## src/rtl/cache_pkg.sv

```systemverilog
// rtl/cache_pkg.sv - shared geometry, FSM state type and byte-select helper for the data cache
package cache_pkg;

  localparam int TAG_W      = 3;
  localparam int IDX_W      = 3;
  localparam int OFF_W      = 2;
  localparam int NUM_BLOCKS = 8;
  localparam int BLOCK_W    = 32;
  localparam int MEM_ADDR_W = TAG_W + IDX_W;

  typedef enum logic [1:0] {
    IDLE,
    WRITEBACK,
    ALLOCATE,
    UPDATE
  } state_t;

  // Byte k of a block lives at bits [8k+7:8k]
  function automatic logic [7:0] sel_byte(input logic [BLOCK_W-1:0] blk,
                                          input logic [OFF_W-1:0]   off);
    return blk[8*off +: 8];
  endfunction

endpackage

```

## src/rtl/cache_if.sv

```systemverilog
// rtl/cache_if.sv - cpu-side and memory-side signal bundle of the data cache
interface cache_if;
  import cache_pkg::*;

  // cpu side
  logic                  BUSYWAIT;
  logic                  READ;
  logic                  WRITE;
  logic [7:0]            WRITEDATA;
  logic [7:0]            READDATA;
  logic [7:0]            ADDRESS;
  // memory side
  logic                  MEM_BUSYWAIT;
  logic                  MEM_READ;
  logic                  MEM_WRITE;
  logic [BLOCK_W-1:0]    MEM_WRITEDATA;
  logic [BLOCK_W-1:0]    MEM_READDATA;
  logic [MEM_ADDR_W-1:0] MEM_ADDRESS;

  // The cache itself
  modport slave (
    input  READ, WRITE, WRITEDATA, ADDRESS, MEM_BUSYWAIT, MEM_READDATA,
    output BUSYWAIT, READDATA, MEM_READ, MEM_WRITE, MEM_WRITEDATA, MEM_ADDRESS
  );

  // The cpu plus memory environment around the cache
  modport master (
    output READ, WRITE, WRITEDATA, ADDRESS, MEM_BUSYWAIT, MEM_READDATA,
    input  BUSYWAIT, READDATA, MEM_READ, MEM_WRITE, MEM_WRITEDATA, MEM_ADDRESS
  );

endinterface

```

## src/rtl/cache_ctrl.sv

```systemverilog
// rtl/cache_ctrl.sv - miss-handling FSM driving the block memory handshake and the cpu stall
module cache_ctrl
  import cache_pkg::*;
(
  input  logic                  clk_i,
  input  logic                  rst_n_i,
  input  logic                  request_i,
  input  logic                  hit_i,
  input  logic                  dirty_i,       // indexed block is valid and dirty
  input  logic [TAG_W-1:0]      tag_i,
  input  logic [TAG_W-1:0]      old_tag_i,
  input  logic [IDX_W-1:0]      idx_i,
  input  logic [BLOCK_W-1:0]    old_data_i,
  input  logic                  mem_busywait_i,
  output logic                  busywait_o,
  output logic                  mem_read_o,
  output logic                  mem_write_o,
  output logic [MEM_ADDR_W-1:0] mem_address_o,
  output logic [BLOCK_W-1:0]    mem_writedata_o,
  output logic                  update_o,
  output logic                  idle_o
);

  state_t state_q, state_d;

  // State register; reset abandons any in-flight transfer
  always_ff @(posedge clk_i or negedge rst_n_i) begin
    if (!rst_n_i) state_q <= IDLE;
    else          state_q <= state_d;
  end

  // Next state and memory-side outputs; address and data derive from held cpu address
  always_comb begin
    state_d         = state_q;
    mem_read_o      = 1'b0;
    mem_write_o     = 1'b0;
    mem_address_o   = {tag_i, idx_i};
    mem_writedata_o = old_data_i;
    update_o        = 1'b0;
    case (state_q)
      IDLE: begin
        if (request_i && !hit_i) state_d = dirty_i ? WRITEBACK : ALLOCATE;
      end
      WRITEBACK: begin
        mem_write_o   = 1'b1;
        mem_address_o = {old_tag_i, idx_i};
        if (!mem_busywait_i) state_d = ALLOCATE;
      end
      ALLOCATE: begin
        mem_read_o = 1'b1;
        if (!mem_busywait_i) state_d = UPDATE;
      end
      UPDATE: begin
        update_o = 1'b1;
        state_d  = IDLE;
      end
      default: state_d = IDLE;
    endcase
  end

  assign idle_o     = (state_q == IDLE);
  // Reset forces the stall low even while the cpu still holds a request
  assign busywait_o = rst_n_i && request_i && (!hit_i || !idle_o);

endmodule

```

## src/rtl/cache.sv

```systemverilog
// rtl/cache.sv - direct-mapped write-back write-allocate data cache, 8 blocks of 4 bytes
module cache
  import cache_pkg::*;
(
  input  logic   CLK,
  input  logic   RESET_MEM,
  cache_if.slave bus
);

  logic [TAG_W-1:0] tag;
  logic [IDX_W-1:0] idx;
  logic [OFF_W-1:0] off;

  assign tag = bus.ADDRESS[7:5];
  assign idx = bus.ADDRESS[4:2];
  assign off = bus.ADDRESS[1:0];

  logic [NUM_BLOCKS-1:0]              valid_q, valid_d;
  logic [NUM_BLOCKS-1:0]              dirty_q, dirty_d;
  logic [NUM_BLOCKS-1:0][TAG_W-1:0]   tag_q, tag_d;
  logic [NUM_BLOCKS-1:0][BLOCK_W-1:0] data_q, data_d;
  logic [7:0]                         readdata_q, readdata_d;

  logic       request, hit, idle, update;
  logic       read_hit, write_hit;
  logic [7:0] hit_byte;

  assign request   = bus.READ | bus.WRITE;
  assign hit       = valid_q[idx] && (tag_q[idx] == tag);
  assign hit_byte  = sel_byte(data_q[idx], off);
  // A simultaneous READ and WRITE is a write
  assign read_hit  = bus.READ && !bus.WRITE && hit && idle;
  assign write_hit = bus.WRITE && hit && idle;

  // Load path is combinational on a hit, otherwise the last loaded byte is held
  assign bus.READDATA = read_hit ? hit_byte : readdata_q;

  cache_ctrl u_ctrl (
    .clk_i           (CLK),
    .rst_n_i         (RESET_MEM),
    .request_i       (request),
    .hit_i           (hit),
    .dirty_i         (valid_q[idx] && dirty_q[idx]),
    .tag_i           (tag),
    .old_tag_i       (tag_q[idx]),
    .idx_i           (idx),
    .old_data_i      (data_q[idx]),
    .mem_busywait_i  (bus.MEM_BUSYWAIT),
    .busywait_o      (bus.BUSYWAIT),
    .mem_read_o      (bus.MEM_READ),
    .mem_write_o     (bus.MEM_WRITE),
    .mem_address_o   (bus.MEM_ADDRESS),
    .mem_writedata_o (bus.MEM_WRITEDATA),
    .update_o        (update),
    .idle_o          (idle)
  );

  // Array next state: refill replaces the whole block clean, a write hit patches one byte dirty
  always_comb begin
    valid_d    = valid_q;
    dirty_d    = dirty_q;
    tag_d      = tag_q;
    data_d     = data_q;
    readdata_d = readdata_q;
    if (update) begin
      data_d[idx]  = bus.MEM_READDATA;
      tag_d[idx]   = tag;
      valid_d[idx] = 1'b1;
      dirty_d[idx] = 1'b0;
    end else if (write_hit) begin
      data_d[idx][8*off +: 8] = bus.WRITEDATA;
      dirty_d[idx]            = 1'b1;
    end
    if (read_hit) readdata_d = hit_byte;
  end

  // Status bits and held load byte are cleared by reset
  always_ff @(posedge CLK or negedge RESET_MEM) begin
    if (!RESET_MEM) begin
      valid_q    <= '0;
      dirty_q    <= '0;
      readdata_q <= '0;
    end else begin
      valid_q    <= valid_d;
      dirty_q    <= dirty_d;
      readdata_q <= readdata_d;
    end
  end

  // Tag and data contents are meaningless until valid, so they carry no reset
  always_ff @(posedge CLK) begin
    tag_q  <= tag_d;
    data_q <= data_d;
  end

endmodule

```

## src/flat_wrapper.sv

```systemverilog
// flat-port wrapper written by rule: the top's interface ports become plain ports
module cache_flat import cache_pkg::*;
  (CLK, RESET_MEM, bus_READ, bus_WRITE, bus_WRITEDATA, bus_ADDRESS, bus_MEM_BUSYWAIT, bus_MEM_READDATA, bus_BUSYWAIT, bus_READDATA, bus_MEM_READ, bus_MEM_WRITE, bus_MEM_WRITEDATA, bus_MEM_ADDRESS);
  cache_if bus_i ();
  input  logic CLK;
  input  logic RESET_MEM;
  input wire logic [$bits(bus_i.READ)-1:0] bus_READ;
  input wire logic [$bits(bus_i.WRITE)-1:0] bus_WRITE;
  input wire logic [$bits(bus_i.WRITEDATA)-1:0] bus_WRITEDATA;
  input wire logic [$bits(bus_i.ADDRESS)-1:0] bus_ADDRESS;
  input wire logic [$bits(bus_i.MEM_BUSYWAIT)-1:0] bus_MEM_BUSYWAIT;
  input wire logic [$bits(bus_i.MEM_READDATA)-1:0] bus_MEM_READDATA;
  output wire logic [$bits(bus_i.BUSYWAIT)-1:0] bus_BUSYWAIT;
  output wire logic [$bits(bus_i.READDATA)-1:0] bus_READDATA;
  output wire logic [$bits(bus_i.MEM_READ)-1:0] bus_MEM_READ;
  output wire logic [$bits(bus_i.MEM_WRITE)-1:0] bus_MEM_WRITE;
  output wire logic [$bits(bus_i.MEM_WRITEDATA)-1:0] bus_MEM_WRITEDATA;
  output wire logic [$bits(bus_i.MEM_ADDRESS)-1:0] bus_MEM_ADDRESS;
  assign bus_i.READ = bus_READ;
  assign bus_i.WRITE = bus_WRITE;
  assign bus_i.WRITEDATA = bus_WRITEDATA;
  assign bus_i.ADDRESS = bus_ADDRESS;
  assign bus_i.MEM_BUSYWAIT = bus_MEM_BUSYWAIT;
  assign bus_i.MEM_READDATA = bus_MEM_READDATA;
  assign bus_BUSYWAIT = bus_i.BUSYWAIT;
  assign bus_READDATA = bus_i.READDATA;
  assign bus_MEM_READ = bus_i.MEM_READ;
  assign bus_MEM_WRITE = bus_i.MEM_WRITE;
  assign bus_MEM_WRITEDATA = bus_i.MEM_WRITEDATA;
  assign bus_MEM_ADDRESS = bus_i.MEM_ADDRESS;
  cache u_core (.CLK(CLK), .RESET_MEM(RESET_MEM), .bus(bus_i));
endmodule
```

## config.mk

```make
export PLATFORM = sky130hd
export DESIGN_NAME = cache_flat
export DESIGN_NICKNAME = d
export VERILOG_FILES = /design/src/rtl/cache_pkg.sv /design/src/rtl/cache_if.sv /design/src/rtl/cache_ctrl.sv /design/src/rtl/cache.sv /design/src/flat_wrapper.sv
export SDC_FILE = /design/constraint.sdc
export NUM_CORES = 1
export LEC_CHECK = 0
export ABC_AREA = 1
export ABC_CLOCK_PERIOD_IN_PS = 6500
export CAP_MARGIN = 20
export CORE_ASPECT_RATIO = 0.9
export CORE_UTILIZATION = 64
export DETAILED_ROUTE_END_ITERATION = 7
export MAX_ROUTING_LAYER = met4
export PLACE_DENSITY_LB_ADDON = 0.15
export REMOVE_ABC_BUFFERS = 1
export SLEW_MARGIN = 0
export SYNTH_ARGS = -nofsm -noshare
export SYNTH_HDL_FRONTEND = slang
export SYNTH_HIERARCHICAL = 1
export SYNTH_SLANG_ARGS = --single-unit
```

## constraint.sdc

```tcl
create_clock -name CLK -period 6.5 [get_ports CLK]
set_clock_uncertainty 0.1 [all_clocks]
set_input_delay 1.95 -clock CLK [delete_from_list [all_inputs] [get_ports CLK]]
set_output_delay 1.95 -clock CLK [all_outputs]
set_load 0.01 [all_outputs]
```

# Word level (Yosys, flattened, before mapping)
# Index checks and enable logic that the tools add are counted.
# totals
elab_cells	89
inputBits	53
output_inout_bits	49
reg_bits	306
# classes
n_bitwise	5
n_addsub	1
reduce_logical	18
eq_ne	7
n_mux	33
order_cmp	2
shift	3
# op_table
operator	count
bitwise mux 256 bit	2
2-to-1 mux 256 bit	2
demux 32 bit (select 3 bit)	2
binary-select mux 32 bit (select 3 bit)	1
2-to-1 mux 32 bit	3
negator 5 -> 34 bit	1
variable shift 8 x 34 -> 32 bit, first input constant	1
variable part select 8 x 34 -> 32 bit	1
variable part select 32 x 6 -> 8 bit	1
bitwise mux 24 bit	1
2-to-1 mux 8 bit	3
OR 8 bit	2
logical AND 1 bit	11
binary-select mux 3 bit (select 3 bit)	1
demux 3 bit (select 3 bit)	1
bitwise AND 8 bit	1
2-to-1 mux 2 bit	4
NOT 8 bit	1
one-hot mux 2 bit (4 select lines)	1
binary-select mux 1 bit (select 3 bit)	2
2-to-1 mux 1 bit	6
2-to-1 mux 3 bit	2
2-to-1 mux 6 bit	1
inequality test 2 bit, second input constant	3
12 further kinds	15

# Logic depth before layout (Yosys ltp)
# Gate-level depths: netlist of run 1.
# logic_depth
ltp_word	8
depth_mapped	18
ltp_nobuf	18

# Hierarchy
# Netlist of run 1, hierarchy kept.
# modules_own_cells
mod	area_per_inst_um2	n_inst	cells_per_inst	seq_area_each_um2
cache	14836.7	1	1584	9008.6
cache_ctrl	506.7	1	68	50.0

# Least setup slack after synthesis of run 1
# No wires, ideal clock.
# synth_timing
path_type	input -> output
startpoint	in bus_ADDRESS[4]
endpoint	out bus_READDATA[0]
required_ps	4450
path_slack_ps	1149
path_stages	14
arrival_time_ps	3301
n_path_buf	1
path_cell_list	buf_2 > inv_2 > nor2_1 > nand3_1 > nand2_1 > nor2_4 > nand2_1 > nand2_2 > nor2_8 > nand2_4 > inv_4 > nand2_2 > nand2_1 > nand2_1
# synth_via
elab_chain_len	7
elab_cells_between_ends	12
cone_classes	1 x eq/ne; 1 x shift; 7 x mux; 3 x reduce/logical
# synth_rtl
element	line	rtl
from (decl)	flat_wrapper.sv:10	input wire logic [$bits(bus_i.ADDRESS)-1:0] bus_ADDRESS;
binary-select mux 3 bit (select 3 bit)	cache.sv:29	assign hit = valid_q[idx] && (tag_q[idx] == tag);
2-to-1 mux 3 bit (not written as such)	cache.sv:29	
equality test 3 bit	cache.sv:29	
logical AND 1 bit *	cache.sv:29	
net u_core.hit	cache.sv:24	logic request, hit, idle, update;
logical AND 1 bit * (2 in series)	cache.sv:32	assign read_hit = bus.READ && !bus.WRITE && hit && idle;
2-to-1 mux 8 bit *	cache.sv:36	assign bus.READDATA = read_hit ? hit_byte : readdata_q;
to (decl)	flat_wrapper.sv:14	output wire logic [$bits(bus_i.READDATA)-1:0] bus_READDATA;
# The timed path passes the listed nets; every way through them passes the cells marked *. The select of a mux whose other input is x is not followed.

# Worst setup path after layout of run 1
# layout_timing
startpoint	in bus_ADDRESS[3]
endpoint	out bus_READDATA[4]
# Same word-level chain as after synthesis.

==> results by group, run 1 <==
Detailed routing
  • Final ANT Viol Nets: 0
  • WL final: 52.9 mm
  • Met2 Wirelength: 23.2 mm
  • Routed vias: 14000
  • First DRT Iteration DRCs: 2590
  • DRT Pass-1 Iters: 6
  • Met3 WL: 8.27 mm
  • Vias per inst: 6.59
  • Routed len/inst: 25.0 um
  • M1 WL: 18.5 mm
  • DR top layer: met4
  • Residual DRC count: 0

Timing
  • Fin crit share: 0.998
  • Actual slew at the worst max-slew pin: 1.09 ns
  • Final Hold Fails: 0
  • Fmax: 154 MHz
  • Worst slew margin: 0.267
  • Final count of negative-setup-slack endpoints: 0
  • Period minus WS final: 6.49 ns
  • Max Slew Vio Count: 0
  • Hold WS: 0.351 ns
  • Unrepaired setup endpoints after global routing: yes

Synthesis
  • Most frequent cells after synthesis: nand2_1 (568), edfxtp_1 (280), o22ai_1 (197), nor2_1 (153), inv_1 (88)
  • EDFF count, synth: 280
  • Top-count cell post-synth: nand2_1
  • Most common flop cell mapped by yosys: edfxtp_1
  • Area share of fa/ha/maj cells after synthesis: 0.00734
  • Library cells used by synthesis: 34
  • Synth async-reset ratio: 0.0850
  • Area leader, netlist: edfxtp_1
  • Top area cells in the synthesized netlist: edfxtp_1 (55%), nand2_1 (14%), o22ai_1 (8.0%)
  • Mux share of post-synthesis cell area: 0.00220
  • Xor and xnor area share after synthesis: 0
  • Largest family of logic cells by synthesized area: simple AND/OR/NAND/NOR gates
  • Seq/Total Area, Yosys: 0.590
  • Syn Area/Cell: 9.29 um2
  • Synth top area share: 0.548
  • Synth Register Bits: 306
  • Cells after Synth: 1652
  • Post-synthesis compound-gate area fraction: 0.116
  • Synth Area in Simple Gates: 0.215
  • Synth Warn #: 6
  • Mapped Area: 15300 um2

Clock tree
  • Hold Buf Count CTS: 0
  • CTS tree: built
  • Setup Fix Bufs, Post-CTS: 0
  • H-tree level count: 2
  • Total CTS buffers: 34
  • CTS Sinks: 306
  • Worst skew pair latency: 0.51 ns
  • Max Root-Sink Buffers: 3
  • Clock slew at reported path FFs: 0.06 ns
  • CTS root buf: clkbuf_16

Setup path
  • Most used cell, CP: nand2_1
  • Slowest CP cell: clkdlybuf4s50_1
  • Worst Path Arrival: 4.44 ns
  • Bufs and invs on worst path: 5
  • WP data required: 4.45 ns
  • RR Endpoint: u_core/data_q[21]
  • Worst R2R Start: u_core/u_ctrl/state_q[0]
  • Cell Chain, Critical Path: clkdlybuf4s50_1 -> buf_6 -> buf_6 -> nand2_1 -> nand3b_1 -> nand2_2 -> nor2_4 -> nand2_1 -> nand2_2 -> nor2_8 -> nand2_4 -> inv_4 -> nand3_1 -> nand2_1 -> clkdlybuf4s50_1
  • Cell family with most CP delay: buffers and inverters
  • Crit path max fanout: 10
  • Reg-to-reg slack, setup: 2.55 ns
  • Crit path launch type: input port
  • CP Capture Type: primary output
  • Worst Reg-to-Reg Cells: 7
  • WS Path Type: in2out
  • Stages on the worst setup path: 15
  • Crit path largest cell delay: 0.54 ns

GRT
  • GRT Overall Usage: 0.446
  • GRT overflow: 0
  • Antenna violations before repair: 0
  • Vias in the first global route: 13300
  • First-pass GRT wire length: 77.2 mm
  • Largest net degree at the start of global routing: 37

Hold path
  • Hold path start: u_core/valid_q[2]
  • Min-Delay Endpoint: u_core/valid_q[2]
  • Hold Path Class: reg2reg
  • Hold path depth: 2

Pwr
  • NetSw: 0.00137 W
  • Seq pwr share: 0.458
  • Power per Cell Area: 275 nW/um2
  • Clock power share: 0.367
  • Switching share of power: 0.274
  • Max rail drop VDD: 0.218 mV
  • Power share of the combinational group: 0.175
  • LEAKAGE: 7.34 nW
  • P_int: 0.00363 W

Cells and area
  • Share of post-route cells with drive strength above 1: 0.118
  • Layout overhead on the synthesized area: 18.8%
  • Antenna cells: 0
  • Final Util: 0.779
  • # fillers: 1565
  • Final std cells w/o fill: 2117
  • Final nets: 1855
  • Final instance area: 18200 um2

Floorplan
  • Die Y: 149 um
  • Core ar.: 23400 um2
  • Die Area: 24600 um2
  • Top Ports: 102
  • Site Rows: 53
  • Starting Density: 0.655
  • Die span in x: 165 um

Placement
  • Inst Count DP: 2058
  • Placed cell area: 17100 um2
  • HPWL after DPL: 34.9 mm
  • Number of buffers added on ports: 101
  • GPL Wtd Cong: 0.969

Status
  • Status: finished, final reports clean

Flow run
  • # Max-Cap Violations: 0
==> sequential cells by signal (all words and copies together) (netlist names), named ones only <==
| register | cells |
|---|---|
| u_core/data_q | 256 |
| u_core/readdata_q | 8 |
| u_core/tag_q | 24 |
| u_core/u_ctrl/state_q | 2 |
| u_core/valid_q | 8 |
==> through the flow <==
stage / TNS (ns) / worst slack [ns] / power, W
2_1_floorplan: 0 / 0.549 / 0.00274
3_3_place_gp: -2.59 / -0.312 / 0.00314
3_5_place_dp: -2.72 / -0.325 / 0.00317
4_1_cts: 0 / 0.00364 / 0.00496
5_1_grt: -0.217 / -0.116 / 0.00512
6_report: 0 / 0.0143 / 0.00500
==> layout by cell type (no fill, tap or decap), types with 3 or more instances in the layout <==
| cell | instances |
|---|---|
| mux2_2 | 3 |
| inv_1 | 88 |
| buf_6 | 5 |
| edfxtp_1 | 280 |
| clkbuf_1 | 10 |
| clkinv_2 | 3 |
| a21oi_1 | 46 |
| dlygate4sd2_1 | 6 |
| clkdlybuf4s50_1 | 92 |
| nor2_2 | 12 |
| nand3_1 | 53 |
| buf_4 | 102 |
| clkinv_1 | 10 |
| or2_2 | 4 |
| o22ai_1 | 197 |
| nand2_1 | 566 |
| dfrtp_1 | 26 |
| nor2_4 | 6 |
| nand4_1 | 13 |
| nor2_1 | 143 |
| clkbuf_16 | 37 |
| inv_2 | 11 |
| ha_1 | 9 |
| o21ai_0 | 31 |
| nand2_2 | 5 |
| a22oi_1 | 11 |
| buf_12 | 10 |
| nand3_2 | 6 |
| nand3b_1 | 4 |
| o211ai_1 | 7 |
==> worst max path at each step <==
stage                 endpoint           start  slack [ns]
2_1_floorplan  bus_READDATA[1]  bus_ADDRESS[2]        0.55
3_3_place_gp   bus_READDATA[0]  bus_ADDRESS[3]       -0.31
3_5_place_dp   bus_READDATA[1]  bus_ADDRESS[3]       -0.33
4_1_cts        bus_READDATA[3]  bus_ADDRESS[3]       0.004
5_1_grt        bus_READDATA[4]  bus_ADDRESS[3]       -0.12
6_report       bus_READDATA[4]  bus_ADDRESS[3]        0.01
==> kinds of logic (layout without fill, tap and decap cells) <==
logic type / Yosys count / in the layout
flip-flops: 306 / 306
buffers and inverters: 218 / 381
adder cells (fa/ha/maj): 9 / 9
AO/OA/AOI/OAI: 296 / 296
AND/OR/NAND/NOR: 820 / 820
multiplexers: 3 / 3
==> repair_timing <==
item | CTS | global route
pin swaps | 2 | 2
setup endpoints to repair | 9 | 9
gates resized for setup | 24 | 12
endpoints found under the hold margin | 0 | 0
==> power groups by stage <==
stage | clock network, W | logic [W] | registers (W)
3_5_place_dp | 0 | 0.000837 | 0.00233
2_1_floorplan | 0 | 0.000424 | 0.00232
3_3_place_gp | 0 | 0.000817 | 0.00232
6_report | 0.00184 | 0.000874 | 0.00229
5_1_grt | 0.00190 | 0.000920 | 0.00230
4_1_cts | 0.00183 | 0.000842 | 0.00229
==> tightest hold or removal path, stage by stage, from the launching register on <==
cell	delay, ns
dfrtp_1	0.32
inv_1	0.04
nand2_1	0.05
==> layer usage <==
metal  GRT usage  vias to the layer above
li1            -                     5987
met1       0.588                     6441
met2       0.645                     1288
met3       0.117                      244
met4       0.212                        0
met5           -                        -
==> cell type report <==
| class | instances | area, um2 | area share |
|---|---|---|---|
| clock buffer | 47 | 963 | 0.0529 |
| sequential | 306 | 9060 | 0.497 |
| timing repair buffer | 219 | 2050 | 0.113 |
| multi-input combinational | 1128 | 5310 | 0.291 |
| inverter | 104 | 395 | 0.0217 |
| tap | 302 | 378 | 0.0207 |
| clock inverter | 11 | 71.3 | 0.00391 |
No activity file was read; power rests on OpenSTA's default activity.
==> inputs of run 2 (changes only) <==
--- a/config.mk
+++ b/config.mk
@@ -9,8 +9,9 @@
 export ABC_CLOCK_PERIOD_IN_PS = 6500
 export CAP_MARGIN = 20
 export CORE_ASPECT_RATIO = 0.9
-export CORE_UTILIZATION = 64
+export CORE_UTILIZATION = 69
 export DETAILED_ROUTE_END_ITERATION = 7
+export DONT_BUFFER_PORTS = 1
 export MAX_ROUTING_LAYER = met4
 export PLACE_DENSITY_LB_ADDON = 0.15
 export REMOVE_ABC_BUFFERS = 1
==> run 2 against run 1 <==
Net effect:
- sequential power is essentially flat
- sequential share of layout area grew 6.1 points
- clock-buffer cell count shrank 7
- register-to-register slack gained 0.55 ns
- wire length shrank 6.4%
- power shrank 9.4%
==> results by group, run 2 (synthesis gave the netlist of run 1 again) <==
Timing
  • Worst slew margin: 0.324
  • Final count of negative-setup-slack endpoints: 0
  • Period minus WS final: 6.34 ns
  • Actual slew at the worst max-slew pin: 1.01 ns
  • Unrepaired setup endpoints after global routing: no
  • Fmax: 158 MHz
  • Fin crit share: 0.975
  • TNS Setup: 0 ns
  • Final Hold Fails: 0
  • Hold WS: 0.354 ns
  • Max Slew Vio Count: 0

GRT
  • Vias in the first global route: 12000
  • GRT overflow: 0
  • Antenna violations before repair: 0
  • First-pass GRT wire length: 73.0 mm
  • Largest net degree at the start of global routing: 77
  • GRT Overall Usage: 0.447

Floorplan
  • Die Area: 22800 um2
  • Die Y: 143 um
  • Starting Density: 0.707
  • Top Ports: 102
  • Die span in x: 159 um
  • Core ar.: 21700 um2
  • Site Rows: 51

Clock tree
  • CTS root buf: clkbuf_16
  • Setup Fix Bufs, Post-CTS: 0
  • Max Root-Sink Buffers: 3
  • CTS Sinks: 306
  • Total CTS buffers: 31
  • H-tree level count: 1
  • Worst skew pair latency: 0.56 ns
  • Hold Buf Count CTS: 0
  • Clock slew at reported path FFs: 0.06 ns
  • CTS tree: built
  • Post-CTS resize count: 0

Detailed routing
  • Routed len/inst: 25.7 um
  • Final ANT Viol Nets: 0
  • WL final: 49.5 mm
  • Routed vias: 13000
  • DRT Pass-1 Iters: 7
  • Vias per inst: 6.77
  • First DRT Iteration DRCs: 2297
  • Residual DRC count: 0

Cells and area
  • Max reg flops: 256
  • # fillers: 1590
  • Top reg by flops: u_core/data_q
  • Most common cell after layout, fill and taps aside: nand2_1
  • Final nets: 1674
  • Final Util: 0.748
  • Layout overhead on the synthesized area: 5.75%
  • Largest registers: u_core/data_q (256), u_core/tag_q (24)
  • Final std cells w/o fill: 1925
  • Most frequent cells in the layout: nand2_1 (568), edfxtp_1 (280), o22ai_1 (197)
  • Share of post-route cells with drive strength above 1: 0.0692

Placement
  • GPL Wtd Cong: 1.00
  • Number of buffers added on ports: 0
  • HPWL after DPL: 32.1 mm
  • Inst Count DP: 1869

Setup path
  • Reg-to-reg slack, setup: 3.10 ns
  • Crit path max fanout: 76
  • Worst Reg-to-Reg Cells: 8
  • CP Capture Type: primary output
  • Crit path largest cell delay: 0.56 ns
  • Slowest CP cell: inv_2
  • Bufs and invs on worst path: 2
  • Cell family with most CP delay: simple AND/OR/NAND/NOR gates
  • Most used cell, CP: nand2_1
  • Worst R2R Start: u_core/u_ctrl/state_q[0]
  • Worst Path Arrival: 4.29 ns
  • RR Endpoint: u_core/data_q[57]
  • WS Path Type: in2out
  • Crit path launch type: input port
  • WP data required: 4.45 ns
  • Cell Chain, Critical Path: inv_2 -> nand2_1 -> inv_2 -> nand2_1 -> nand2_1 -> nor2_1 -> nand3_1 -> o211ai_1 -> nand2_1 -> nand3_1 -> nand2_1

Hold path
  • Hold path start: u_core/valid_q[2]
  • Min-Delay Endpoint: u_core/valid_q[2]
  • Hold path depth: 2
  • Hold Path Class: reg2reg

Status
  • Status: finished, final reports clean

Pwr
  • LEAKAGE: 6.36 nW
  • Tot Pwr: 0.00453 W
  • Power per Cell Area: 279 nW/um2
  • Max rail drop VDD: 0.235 mV

Flow run
  • # Max-Cap Violations: 0
==> run 2: metal layers <==
metal,vias to the layer above,wire (um),GRT usage
li1,5614,-,-
met1,5924,16700,0.591
met2,1256,21000,0.641
met3,234,8800,0.122
met4,0,3020,0.230
met5,-,0,-
==> run 2: metrics by stage <==
step	worst slack, ns	cell area (um2)
after global routing	0.184	16200
final	0.164	16200
after CTS	0.492	16200
after detailed placement	0.490	15300
after floorplan	0.549	14700
after global placement	0.524	15300
==> run 2: worst max path at each step <==
stage | to | depth (start not counted) | slack (ns) | from
2_1_floorplan | bus_READDATA[1] | 13 | 0.55 | bus_ADDRESS[2]
3_3_place_gp | bus_READDATA[0] | 13 | 0.52 | bus_ADDRESS[3]
3_5_place_dp | bus_READDATA[1] | 13 | 0.49 | bus_ADDRESS[2]
4_1_cts | bus_READDATA[1] | 13 | 0.49 | bus_ADDRESS[2]
5_1_grt | bus_READDATA[5] | 11 | 0.18 | bus_ADDRESS[2]
6_report | bus_READDATA[5] | 11 | 0.16 | bus_ADDRESS[2]
==> run 2: final cells by class <==
type                    instances  area [um2]  share of cell area
flip-flops and latches        306        9060               0.558
multi-input cells            1128        5230               0.322
clock buffers                  40         810              0.0499
inverters                     104         393              0.0242
well taps                     291         364              0.0224
repair buffers                 41         308              0.0190
clock inverters                14        61.3             0.00378
diodes                          1        2.50            0.000154
==> run 2: where the power goes <==
group / internal, W / leakage (nW) / switching, W
registers: 0.00225 / 2.90 / 0.0000357
clock network: 0.000866 / 0.423 / 0.000722
logic: 0.000172 / 3.04 / 0.000486
==> run 2: worst reg2reg max path, stage by stage (launching register included) <==
cell and delay (ns):
dfrtp_1 0.42, ha_1 0.22, buf_4 0.20, inv_1 0.32, buf_4 0.33, nor2_1 0.09
buf_4 0.18, inv_2 0.60, nand2_1 0.55
